===== src/rtl/counter_pkg.sv =====
// Shared types and constants for the up/down modulo counter slice.
// Holds the one-shot FSM state encoding and the direction literals.
package counter_pkg;

  typedef enum logic [1:0] {
    CNT_IDLE = 2'd0,
    CNT_RUN  = 2'd1,
    CNT_DONE = 2'd2
  } cnt_state_t;

  localparam logic DIR_UP   = 1'b1;
  localparam logic DIR_DOWN = 1'b0;

endpackage : counter_pkg


===== src/rtl/cnt_next_calc.sv =====
// Combinational next-count and terminal detection for the modulo counter.
// Build option: COUNTER_SAT_EN makes terminal steps hold instead of wrapping.
module cnt_next_calc
  import counter_pkg::*;
#(
  parameter int WIDTH   = 4,
  parameter int MODULUS = 16
) (
  input  logic [WIDTH-1:0] i_q,
  input  logic             i_up,
  output logic [WIDTH-1:0] o_next_q,
  output logic             o_at_term
);

  // Width-exact constants keep MODULUS == 2**WIDTH from overflowing.
  localparam logic [WIDTH-1:0] MAX_Q = WIDTH'(MODULUS - 1);
  localparam logic [WIDTH-1:0] ONE_Q = WIDTH'(1);

  always_comb begin
    o_at_term = (i_up == DIR_UP) ? (i_q == MAX_Q) : (i_q == '0);
    if (o_at_term) begin
`ifdef COUNTER_SAT_EN
      o_next_q = i_q;
`else
      o_next_q = (i_up == DIR_DOWN) ? MAX_Q : '0;
`endif
    end else begin
      o_next_q = (i_up == DIR_UP) ? (i_q + ONE_Q) : (i_q - ONE_Q);
    end
  end

endmodule : cnt_next_calc


===== src/rtl/updown_mod_counter.sv =====
// Synchronous up/down modulo-N counter with load, clear, flags and one-shot FSM.
// Build option: COUNTER_SAT_EN selects saturating terminal steps (see cnt_next_calc).
module updown_mod_counter
  import counter_pkg::*;
#(
  parameter int WIDTH   = 4,
  parameter int MODULUS = 16
) (
  input  logic             clk,
  input  logic             rst,
  input  logic             en,
  input  logic             up,
  input  logic             oneshot,
  input  logic             start,
  input  logic             clr,
  input  logic             load,
  input  logic [WIDTH-1:0] load_val,
  output logic [WIDTH-1:0] q,
  output logic             tc,
  output logic             wrap,
  output logic             done,
  output logic             load_err
);

  localparam logic [WIDTH-1:0] MAX_Q   = WIDTH'(MODULUS - 1);
  localparam logic [WIDTH:0]   MOD_EXT = (WIDTH + 1)'(MODULUS);

  cnt_state_t       r_state;
  logic [WIDTH-1:0] r_q;
  logic             r_wrap;
  logic             r_done;
  logic             r_load_err;

  cnt_state_t       w_state_next;
  logic [WIDTH-1:0] w_q_next;
  logic             w_wrap_next;
  logic             w_done_next;
  logic             w_load_err_next;

  logic [WIDTH-1:0] w_step_q;
  logic             w_at_term;
  logic             w_step_ok;
  logic             w_load_bad;

  cnt_next_calc #(
    .WIDTH   (WIDTH),
    .MODULUS (MODULUS)
  ) u_next_calc (
    .i_q       (r_q),
    .i_up      (up),
    .o_next_q  (w_step_q),
    .o_at_term (w_at_term)
  );

  assign w_load_bad = ({1'b0, load_val} >= MOD_EXT);
  assign w_step_ok  = en && (!oneshot || (r_state == CNT_RUN));

  always_comb begin
    // NOTE: every output of this block gets a default first so no path can infer a latch.
    w_state_next    = r_state;
    w_q_next        = r_q;
    w_wrap_next     = 1'b0;
    w_done_next     = r_done;
    w_load_err_next = 1'b0;

    if (clr) begin
      w_q_next     = '0;
      w_done_next  = 1'b0;
      w_state_next = CNT_IDLE;
    end else if (load) begin
      w_q_next        = w_load_bad ? MAX_Q : load_val;
      w_load_err_next = w_load_bad;
      w_done_next     = 1'b0;
      w_state_next    = CNT_IDLE;
    end else begin
      if (!oneshot) begin
        w_state_next = CNT_IDLE;
        w_done_next  = 1'b0;
      end else begin
        unique case (r_state)
          CNT_IDLE: if (start) w_state_next = CNT_RUN;
          CNT_RUN: begin
            if (w_step_ok && w_at_term) begin
              w_state_next = CNT_DONE;
              w_done_next  = 1'b1;
            end
          end
          CNT_DONE: begin
            if (start) begin
              w_state_next = CNT_RUN;
              w_done_next  = 1'b0;
            end
          end
          default: w_state_next = CNT_IDLE;
        endcase
      end

      if (w_step_ok) begin
        w_q_next    = w_step_q;
        w_wrap_next = w_at_term;
      end
    end
  end

  // NOTE: state registers use non-blocking assignments so all bits update together on the edge.
  always_ff @(posedge clk or negedge rst) begin
    if (!rst) begin
      r_state    <= CNT_IDLE;
      r_q        <= '0;
      r_wrap     <= 1'b0;
      r_done     <= 1'b0;
      r_load_err <= 1'b0;
    end else begin
      r_state    <= w_state_next;
      r_q        <= w_q_next;
      r_wrap     <= w_wrap_next;
      r_done     <= w_done_next;
      r_load_err <= w_load_err_next;
    end
  end

  assign q        = r_q;
  assign tc       = w_at_term;
  assign wrap     = r_wrap;
  assign done     = r_done;
  assign load_err = r_load_err;

endmodule : updown_mod_counter


===== config.mk =====
export PLATFORM = sky130hd
export DESIGN_NAME = updown_mod_counter
export DESIGN_NICKNAME = d
export VERILOG_FILES = /design/src/rtl/counter_pkg.sv /design/src/rtl/cnt_next_calc.sv /design/src/rtl/updown_mod_counter.sv
export SDC_FILE = /design/constraint.sdc
export NUM_CORES = 1
export LEC_CHECK = 0
export CAP_MARGIN = 40
export CORE_UTILIZATION = 30
export DETAILED_ROUTE_END_ITERATION = 10
export HOLD_SLACK_MARGIN = 0.05
export PLACE_DENSITY = 0.53
export SLEW_MARGIN = 20
export SYNTH_ARGS = -nofsm -noshare
export SYNTH_HDL_FRONTEND = slang
export SYNTH_SLANG_ARGS = --single-unit
export TNS_END_PERCENT = 10

===== constraint.sdc =====
create_clock -name clk -period 2.1 [get_ports clk]
set_clock_uncertainty 0.05 [all_clocks]
set_input_delay 0.21 -clock clk [delete_from_list [all_inputs] [get_ports clk]]
set_output_delay 0.21 -clock clk [all_outputs]
set_load 0.01 [all_outputs]

Word level (Yosys, flattened, before mapping):

Index checks and enable logic that the tools add are counted.

* register bits: 8
* input port bits: 12
* output and inout port bits: 8
* logic and storage cells: 45

* add/subtract/negate cells: 2
* equal/unequal tests: 7
* muxes and demuxes: 22
* reduce and logical (&&, ||, !) cells: 10

Operators by type and width (count)
* $mux W4: 6
* $mux W2: 5
* $mux W1: 9
* $ne A5 B1 Y1 const B: 1
* $ne A5 B2 Y1 const B: 1
* $ne A5 B4 Y1 const B: 1
* $ne A5 B5 Y1 const B: 1
* $add A4 B1 Y4 const B: 1
* $eq A4 B4 Y1 const B: 1
* $logic_not A4 Y1: 1
* $pmux W2 S2: 1
* $sub A4 B1 Y4 const B: 1
* $reduce_and A3 Y1: 1
* $reduce_bool A3 Y1: 1
* $eq A2 B1 Y1 const B: 1
* $eq A2 B2 Y1 const B: 1
* $logic_and A1 B1 Y1: 2
* $logic_not A2 Y1: 1
* $pmux W1 S2: 1
* $reduce_and A2 Y1: 1
* $reduce_or A2 Y1: 1
* $logic_not A1 Y1: 1
* $logic_or A1 B1 Y1: 1

Logic depth before layout (Yosys ltp):

Gate-level depths: netlist of run 1.

* depth after elaboration: 9
* depth in mapped cells: 6
* depth with buffers taken out: 6

Hierarchy:

A second synthesis of run 1 with hierarchy kept.

* cell total of the unflattened synthesis: 69
* area, all modules: 650.6 sq um

By module, submodules not included
* updown_mod_counter: instances 1, cells each 42, area an instance 441.7 sq um, seq. area each 200.2 sq um
* cnt_next_calc: instances 1, cells each 27, area an instance 209.0 sq um, seq. area each 0.0 sq um

Least setup slack after synthesis of run 1:

No wires, ideal clock.

* path kind: register -> register
* start: register r_q[0], in the netlist q[0]
* end: register r_q[2], in the netlist q[2]
* setup time: 0.104 ns
* data arrival time: 1.557 ns
* required time: 1.946 ns
* slack: 0.389 ns
* stages on the path, launching flop included: 7
* buffers on the path: 0
* period minus slack after synthesis: 1.711 ns
* path through: dfrtp_1 inv_1 fa_1 xor2_1 o21ai_0 nand3_1 a221oi_1

* word-level cells in the longest chain between the ends: 6
* elaborated cells between the ends (all ways): 10
* classes of those cells: add/sub: 2; eq/ne: 1; mux: 6; reduce/logical: 1

Ends and longest elaborated chain
* start: declaration: line updown_mod_counter.sv:29 `logic [WIDTH-1:0] r_q;`
* start signal: assignment: line updown_mod_counter.sv:115 `r_q <= w_q_next;`
* $sub A4 B1 Y4 (tied with other cells): line cnt_next_calc.sv:28 `o_next_q = (i_up == DIR_UP) ? (i_q + ONE_Q) : (i_q - ONE_Q);`
* $mux W4 or $mux W1 (tied branches): line cnt_next_calc.sv:28, cnt_next_calc.sv:20
* $mux W4 *: line cnt_next_calc.sv:21 `if (o_at_term) begin`
* $mux W4 *: line updown_mod_counter.sv:98 `if (w_step_ok) begin`
* $mux W4 *: line updown_mod_counter.sv:70 `end else if (load) begin`
* $mux W4 *: line updown_mod_counter.sv:66 `if (clr) begin`

Mark *: on every way between the ends. The rest lies on a longest branch, timed or not. The select of a mux whose other input is x is not followed.
A chain may end at the register's enable or synchronous reset.

Worst setup path in the final report of run 1:

* start: register r_q[0], in the netlist q[0]
* end: output tc

* word-level cells in the longest chain between the ends: 2
* elaborated cells between the ends (all ways): 3
* classes of those cells: eq/ne: 1; mux: 1; reduce/logical: 1

Ends and longest elaborated chain
* $eq A4 B4 Y1 or $logic_not A4 Y1 (tied branches): line cnt_next_calc.sv:20 `o_at_term = (i_up == DIR_UP) ? (i_q == MAX_Q) : (i_q == '0);`
* $mux W1 *: line cnt_next_calc.sv:20
* end: declaration: line updown_mod_counter.sv:19 `output logic tc,`

Mark *: on every way between the ends. The rest lies on a longest branch, timed or not.

==> impl_metrics.py, run 1 <==
metrics = {
    "place": {
        "post_dp_cell_area_um2": 900,
        "dp_hpwl_mm": 1.23,
        "dp_slack_ns": 0.00148,
        "numPortBuffers": 18,
        "place_congestion": 0.745,
    },
    "routing": {
        "route.detailed.wl_per_inst_um": 12.3,
        "routed_via_density": 4.93,
        "antenna_left": 0,
        "drc": 0,
        "drtIter0Drc": 2,
        "dr_total_vias": 602,
        "finalWirelength_mm": 1.51,
        "drtPass1Iterations": 3,
    },
    "timing": {
        "hold_slack_ns": 0.187,
        "finalCritPeriodShare_pct": 91.5,
        "drv_slew": 0,
        "hold_violations": 0,
        "worst_slack_ns": 0.179,
        "rsz0062_at_grt": "false",
        "period_minus_slack_ns": 1.92,
        "max_freq_ghz": 0.520,
        "setup_violations": 0,
        "tns_ns": 0,
    },
    "clock_network": {
        "clock-sinks": 8,
        "ctsHoldBuffers": 0,
        "cts_resized": 1,
        "htree_levels": 1,
        "clock_path_buffers": 2,
        "post-cts-setup-buffers": 0,
        "cts_buffers": 3,
        "clk_latency_ns": 0.25,
        "cts_tree": "built",
        "clkTransAtPathRegs_ns": 0.05,
        "root_buffer": "clkbuf_4",
    },
    "setup_path": {
        "cp-start-kind": "flop",
        "reg2reg_slack_ns": 0.30,
        "r2r-start": "q[0]",
        "crit_buf_inv": 1,
        "crit_chain": "or4_4 > o22ai_4 > dlygate4sd2_1",
        "timing.rr.end": "q[2]",
        "critPathMaxFanout": 2,
        "crit_type": "reg2out",
        "end_kind": "primary output",
        "cp.required_ns": 1.84,
        "critPathTopFamily": "simple AND/OR/NAND/NOR gates",
        "rr_worst_depth": 7,
        "max_stage_delay_ns": 0.56,
        "cp_slowest_cell": "or4_4",
        "crit_arrival_ns": 1.66,
    },
    "logic_synthesis": {
        "synth_area_um2": 613,
        "ys_ff_latch": 8,
        "synth.yosys.seq_area_share_pct": 32.7,
        "syn_nets": 81,
        "yosys.cell_types.count": 34,
        "syn_inst": 66,
        "yosysWarnings": 0,
        "avgSynthCellArea_um2": 9.29,
    },
    "floorplanning": {
        "die_y_um": 47.2,
        "initial_core_util_pct": 33.7,
        "floorplan.die.width_um": 47.2,
        "pin_count": 20,
        "core_area_um2": 1820,
        "rows": 15,
        "die-area_um2": 2230,
    },
    "run": {
        "drv_cap": 0,
    },
    "grt": {
        "grt.total_usage_pct": 16.4,
        "antenna_found_initial": 0,
        "grt_overflow": 0,
        "grt_pass1_vias": 571,
        "grt_pass1_wl_mm": 2.48,
        "grt_max_degree": 9,
    },
    "final_layout": {
        "diodes": 0,
        "fillers": 192,
        "area.growth.synth_to_final_pct": 50.2,
        "layout-drive-gt1-share_pct": 24.7,
        "fin_util_pct": 50.6,
        "layout.nets": 114,
        "stdcell_area_um2": 921,
    },
    "run_status": {
        "outcome": "finished, final reports clean",
    },
    "power_and_ir_drop": {
        "p_leak_nw": 0.393,
        "power.density_nw_per_um2": 485,
        "ir_drop_uv": 306,
    },
    "min_path": {
        "hold_class": "in2async",
    },
}
cells in the mapped netlist, drive strengths merged:
cell type	count	area (um^2)
o21ba	1	10.0
nor2	3	11.3
nand2	4	15.0
a21bo	1	10.0
a31oi	1	6.26
nand2b	1	6.26
a211oi	3	27.5
and2b	1	7.51
conb	1	3.75
a21boi	1	11.3
a41o	1	10.0
nand3	4	20.0
inv	7	26.3
xor2	1	8.76
a2111oi	1	15.0
or4	1	11.3
o22ai	1	20.0
o2bb2ai	1	8.76
xnor2	1	8.76
and4	2	18.8
and3	2	13.8
fa	1	20.0
nor3	1	5.00
a21oi	7	35.0
buf	1	7.51
o32ai	1	8.76
ha	2	25.0
or2b	1	8.76
o21ai	3	15.0
a221oi	2	17.5
dfrtp	8	200
per-layer routing:
metal	wire length (um)	global-route usage, %
met4	0	3.43
met3	52	6.92
met1	695	20.2
met5	0	0
met2	756	26.9
state kept, by name, summed over array words and instances, names as in the netlist:
| register | flops |
|---|---|
| q | 4 |
| wrap | 1 |
| done | 1 |
| r_state | 2 |
stage by stage:
step                      total power [mW]  std cells
after floorplan                      0.248         66
after global placement               0.335        119
after detailed placement             0.334        119
after CTS                            0.452        122
after global routing                 0.479        122
final                                0.447        122
where the power goes:
part / total [mW] / leakage [nW] / switching (mW) / internal (mW)
Clock: 0.117 / 0.0138 / 0.0521 / 0.0654
Sequential: 0.167 / 0.107 / 0.00531 / 0.162
Combinational: 0.162 / 0.272 / 0.0748 / 0.0874
cells by family (layout without fill, tap and decap cells):
group                    after synthesis  in the layout  share of synthesized area, %
AO/OA/AOI/OAI                         24             24                          31.8
XOR/XNOR                               2              2                          2.86
adder cells (fa/ha/maj)                3              3                          7.35
buffers and inverters                  8             39                          5.51
flip-flops                             8              8                          32.7
other                                  1              1                         0.612
AND/OR/NAND/NOR                       20             20                          19.2
how the worst max path moves through the flow:
stage	startpoint	endpoint	slack, ns	depth (start not counted)
2_1_floorplan	q[0]	q[2]	0.39	6
3_3_place_gp	up	q[3]	-0.001	8
3_5_place_dp	up	tc	0.001	4
4_1_cts	q[0]	tc	0.16	3
5_1_grt	q[0]	tc	0.12	3
6_report	q[0]	tc	0.18	3
cell type report:
cell class,count,area [um^2],share of cell area (%)
Multi-Input combinational cell,50,379,41.2
Timing Repair Buffer,29,262,28.4
Sequential cell,8,200,21.7
Tap cell,25,31.3,3.40
Inverter,7,26.3,2.85
Clock buffer,3,22.5,2.45
cell usage in the layout (no fill, tap or decap), types with 2 or more instances in the layout:
cell | synthesis | layout
clkdlybuf4s50_1 | 0 | 17
buf_4 | 1 | 11
dfrtp_1 | 8 | 8
inv_1 | 7 | 7
a21oi_1 | 7 | 7
nand3_1 | 4 | 4
nand2_1 | 4 | 4
nor2_1 | 3 | 3
o21ai_0 | 3 | 3
clkbuf_4 | 0 | 3
a221oi_1 | 2 | 2
a211oi_1 | 2 | 2
ha_1 | 2 | 2
No activity file was read; power rests on OpenSTA's default activity.
==> run 2: changes to the inputs <==
--- a/config.mk
+++ b/config.mk
@@ -6,6 +6,7 @@
 export NUM_CORES = 1
 export LEC_CHECK = 0
 export CAP_MARGIN = 40
+export CORE_ASPECT_RATIO = 0.75
 export CORE_UTILIZATION = 30
 export DETAILED_ROUTE_END_ITERATION = 10
 export HOLD_SLACK_MARGIN = 0.05
==> run 2 against run 1 <==
  * Register-to-register slack gained 0.02 ns
  * Clock power barely moved
  * First-iteration DRC count rose to 5.5 times the previous value
  * Critical path depth unchanged
  * Wire length up 3.1%
  * Global-route usage is 0.52 points higher
  * Sequential cell count is the same
  * Die area barely moved
  * Setup slack worse by 0.00086 ns
  * Hold slack worse by 0.0063 ns
  * Core utilization is 0.65 points lower
  * Count of clock-buffer cells in the layout stayed put
  * Critical endpoint unchanged
  * Largest cell class unchanged
==> impl_metrics.py, run 2 (synthesized netlist as in run 1, its figures left out) <==
metrics = {
    "place": {
        "numPortBuffers": 18,
        "dp_hpwl_mm": 1.29,
        "place_congestion": 0.766,
        "post_dp_cell_area_um2": 888,
        "dp_slack_ns": 0.00331,
        "dp.cells": 115,
    },
    "floorplanning": {
        "rows": 13,
        "die_y_um": 41.2,
        "pin_count": 20,
        "die-area_um2": 2230,
        "floorplan.die.width_um": 54.2,
        "initial_core_util_pct": 33.7,
        "core_area_um2": 1820,
    },
    "power_and_ir_drop": {
        "p_leak_nw": 0.389,
        "ir_drop_uv": 272,
        "power.density_nw_per_um2": 491,
    },
    "setup_path": {
        "cp.required_ns": 1.84,
        "rr_worst_depth": 7,
        "critPathMaxFanout": 2,
        "reg2reg_slack_ns": 0.32,
        "cp-start-kind": "flop",
        "crit_type": "reg2out",
        "end_kind": "primary output",
        "crit_arrival_ns": 1.66,
        "timing.rr.end": "q[2]",
        "r2r-start": "q[0]",
    },
    "clock_network": {
        "htree_levels": 1,
        "ctsHoldBuffers": 0,
        "cts_buffers": 3,
        "clock-sinks": 8,
        "root_buffer": "clkbuf_4",
        "post-cts-setup-buffers": 0,
        "cts_tree": "built",
        "cts_resized": 1,
        "clkTransAtPathRegs_ns": 0.05,
        "clk_latency_ns": 0.26,
        "clock_path_buffers": 2,
    },
    "timing": {
        "hold_slack_ns": 0.181,
        "max_freq_ghz": 0.520,
        "hold_violations": 0,
        "drv_slew": 0,
        "finalCritPeriodShare_pct": 91.5,
        "setup_violations": 0,
        "tns_ns": 0,
        "rsz0062_at_grt": "false",
        "period_minus_slack_ns": 1.92,
        "worst_slack_ns": 0.178,
    },
    "run": {
        "drv_cap": 0,
    },
    "grt": {
        "grt_pass1_wl_mm": 2.47,
        "grt_max_degree": 9,
        "grt_pass1_vias": 512,
        "grt_overflow": 0,
        "grt.total_usage_pct": 17.0,
        "antenna_found_initial": 0,
    },
    "routing": {
        "finalWirelength_mm": 1.55,
        "drc": 0,
        "route.detailed.wl_per_inst_um": 13.2,
        "drtIter0Drc": 11,
        "drtPass1Iterations": 4,
        "antenna_left": 0,
        "dr_total_vias": 612,
        "routed_via_density": 5.19,
    },
    "final_layout": {
        "area.growth.synth_to_final_pct": 48.4,
        "diodes": 0,
        "final_cell_mix": "clkdlybuf4s50_1, buf_4, dfrtp_1",
        "largest_reg_flops": 4,
        "stdcell_area_um2": 910,
        "layout.nets": 113,
        "layout-drive-gt1-share_pct": 24.0,
        "layout_commonest_cell": "clkdlybuf4s50_1",
        "final_cells": 118,
    },
    "min_path": {
        "hold_class": "in2async",
    },
    "run_status": {
        "outcome": "finished, final reports clean",
    },
}
## run 2: worst max path at each step
stage / cells past startpoint / slack, ns / end / start
finish: 3 / 0.18 / tc / q[0]
global route: 8 / 0.12 / q[3] / up
global placement: 4 / 0.01 / tc / up
CTS: 3 / 0.16 / tc / q[0]
detailed placement: 8 / 0.003 / q[3] / up
floorplan: 6 / 0.39 / q[2] / q[0]
## run 2: metrics by stage
| step | total power [mW] | utilization (%) |
|---|---|---|
| 3_3_place_gp | 0.332 | 48.8 |
| 6_report | 0.447 | 49.9 |
| 3_5_place_dp | 0.330 | 48.8 |
| 5_1_grt | 0.480 | 49.9 |
| 2_1_floorplan | 0.248 | - |
| 4_1_cts | 0.453 | 49.9 |
## run 2: per-layer routing
| metal | track usage (%) | part of all wire [%] | wire (um) | vias up |
|---|---|---|---|---|
| met2 | 22.6 | 39 | 611 | 17 |
| met3 | 7.78 | 7.3 | 113 | 0 |
| li1 | - | - | - | 310 |
| met5 | 0 | 0 | 0 | - |
| met4 | 1.92 | 0 | 0 | 0 |
| met1 | 24.9 | 53 | 827 | 285 |
## run 2: layout make-up
class | instances | area, um^2
Fill cell | 175 | 912
Multi-Input combinational cell | 50 | 379
Timing Repair Buffer | 28 | 254
Sequential cell | 8 | 200
Tap cell | 22 | 27.5
Inverter | 7 | 26.3
Clock buffer | 3 | 22.5
## run 2: critical path, stage by stage, from the launching register on
cell and delay (ns):
dfrtp_1 0.39, or4_4 0.56, o22ai_4 0.17, dlygate4sd2_1 0.29
## run 2: where the power goes
group | switching [mW] | internal (mW)
clock network | 0.0540 | 0.0655
registers | 0.00514 | 0.162
logic | 0.0749 | 0.0856
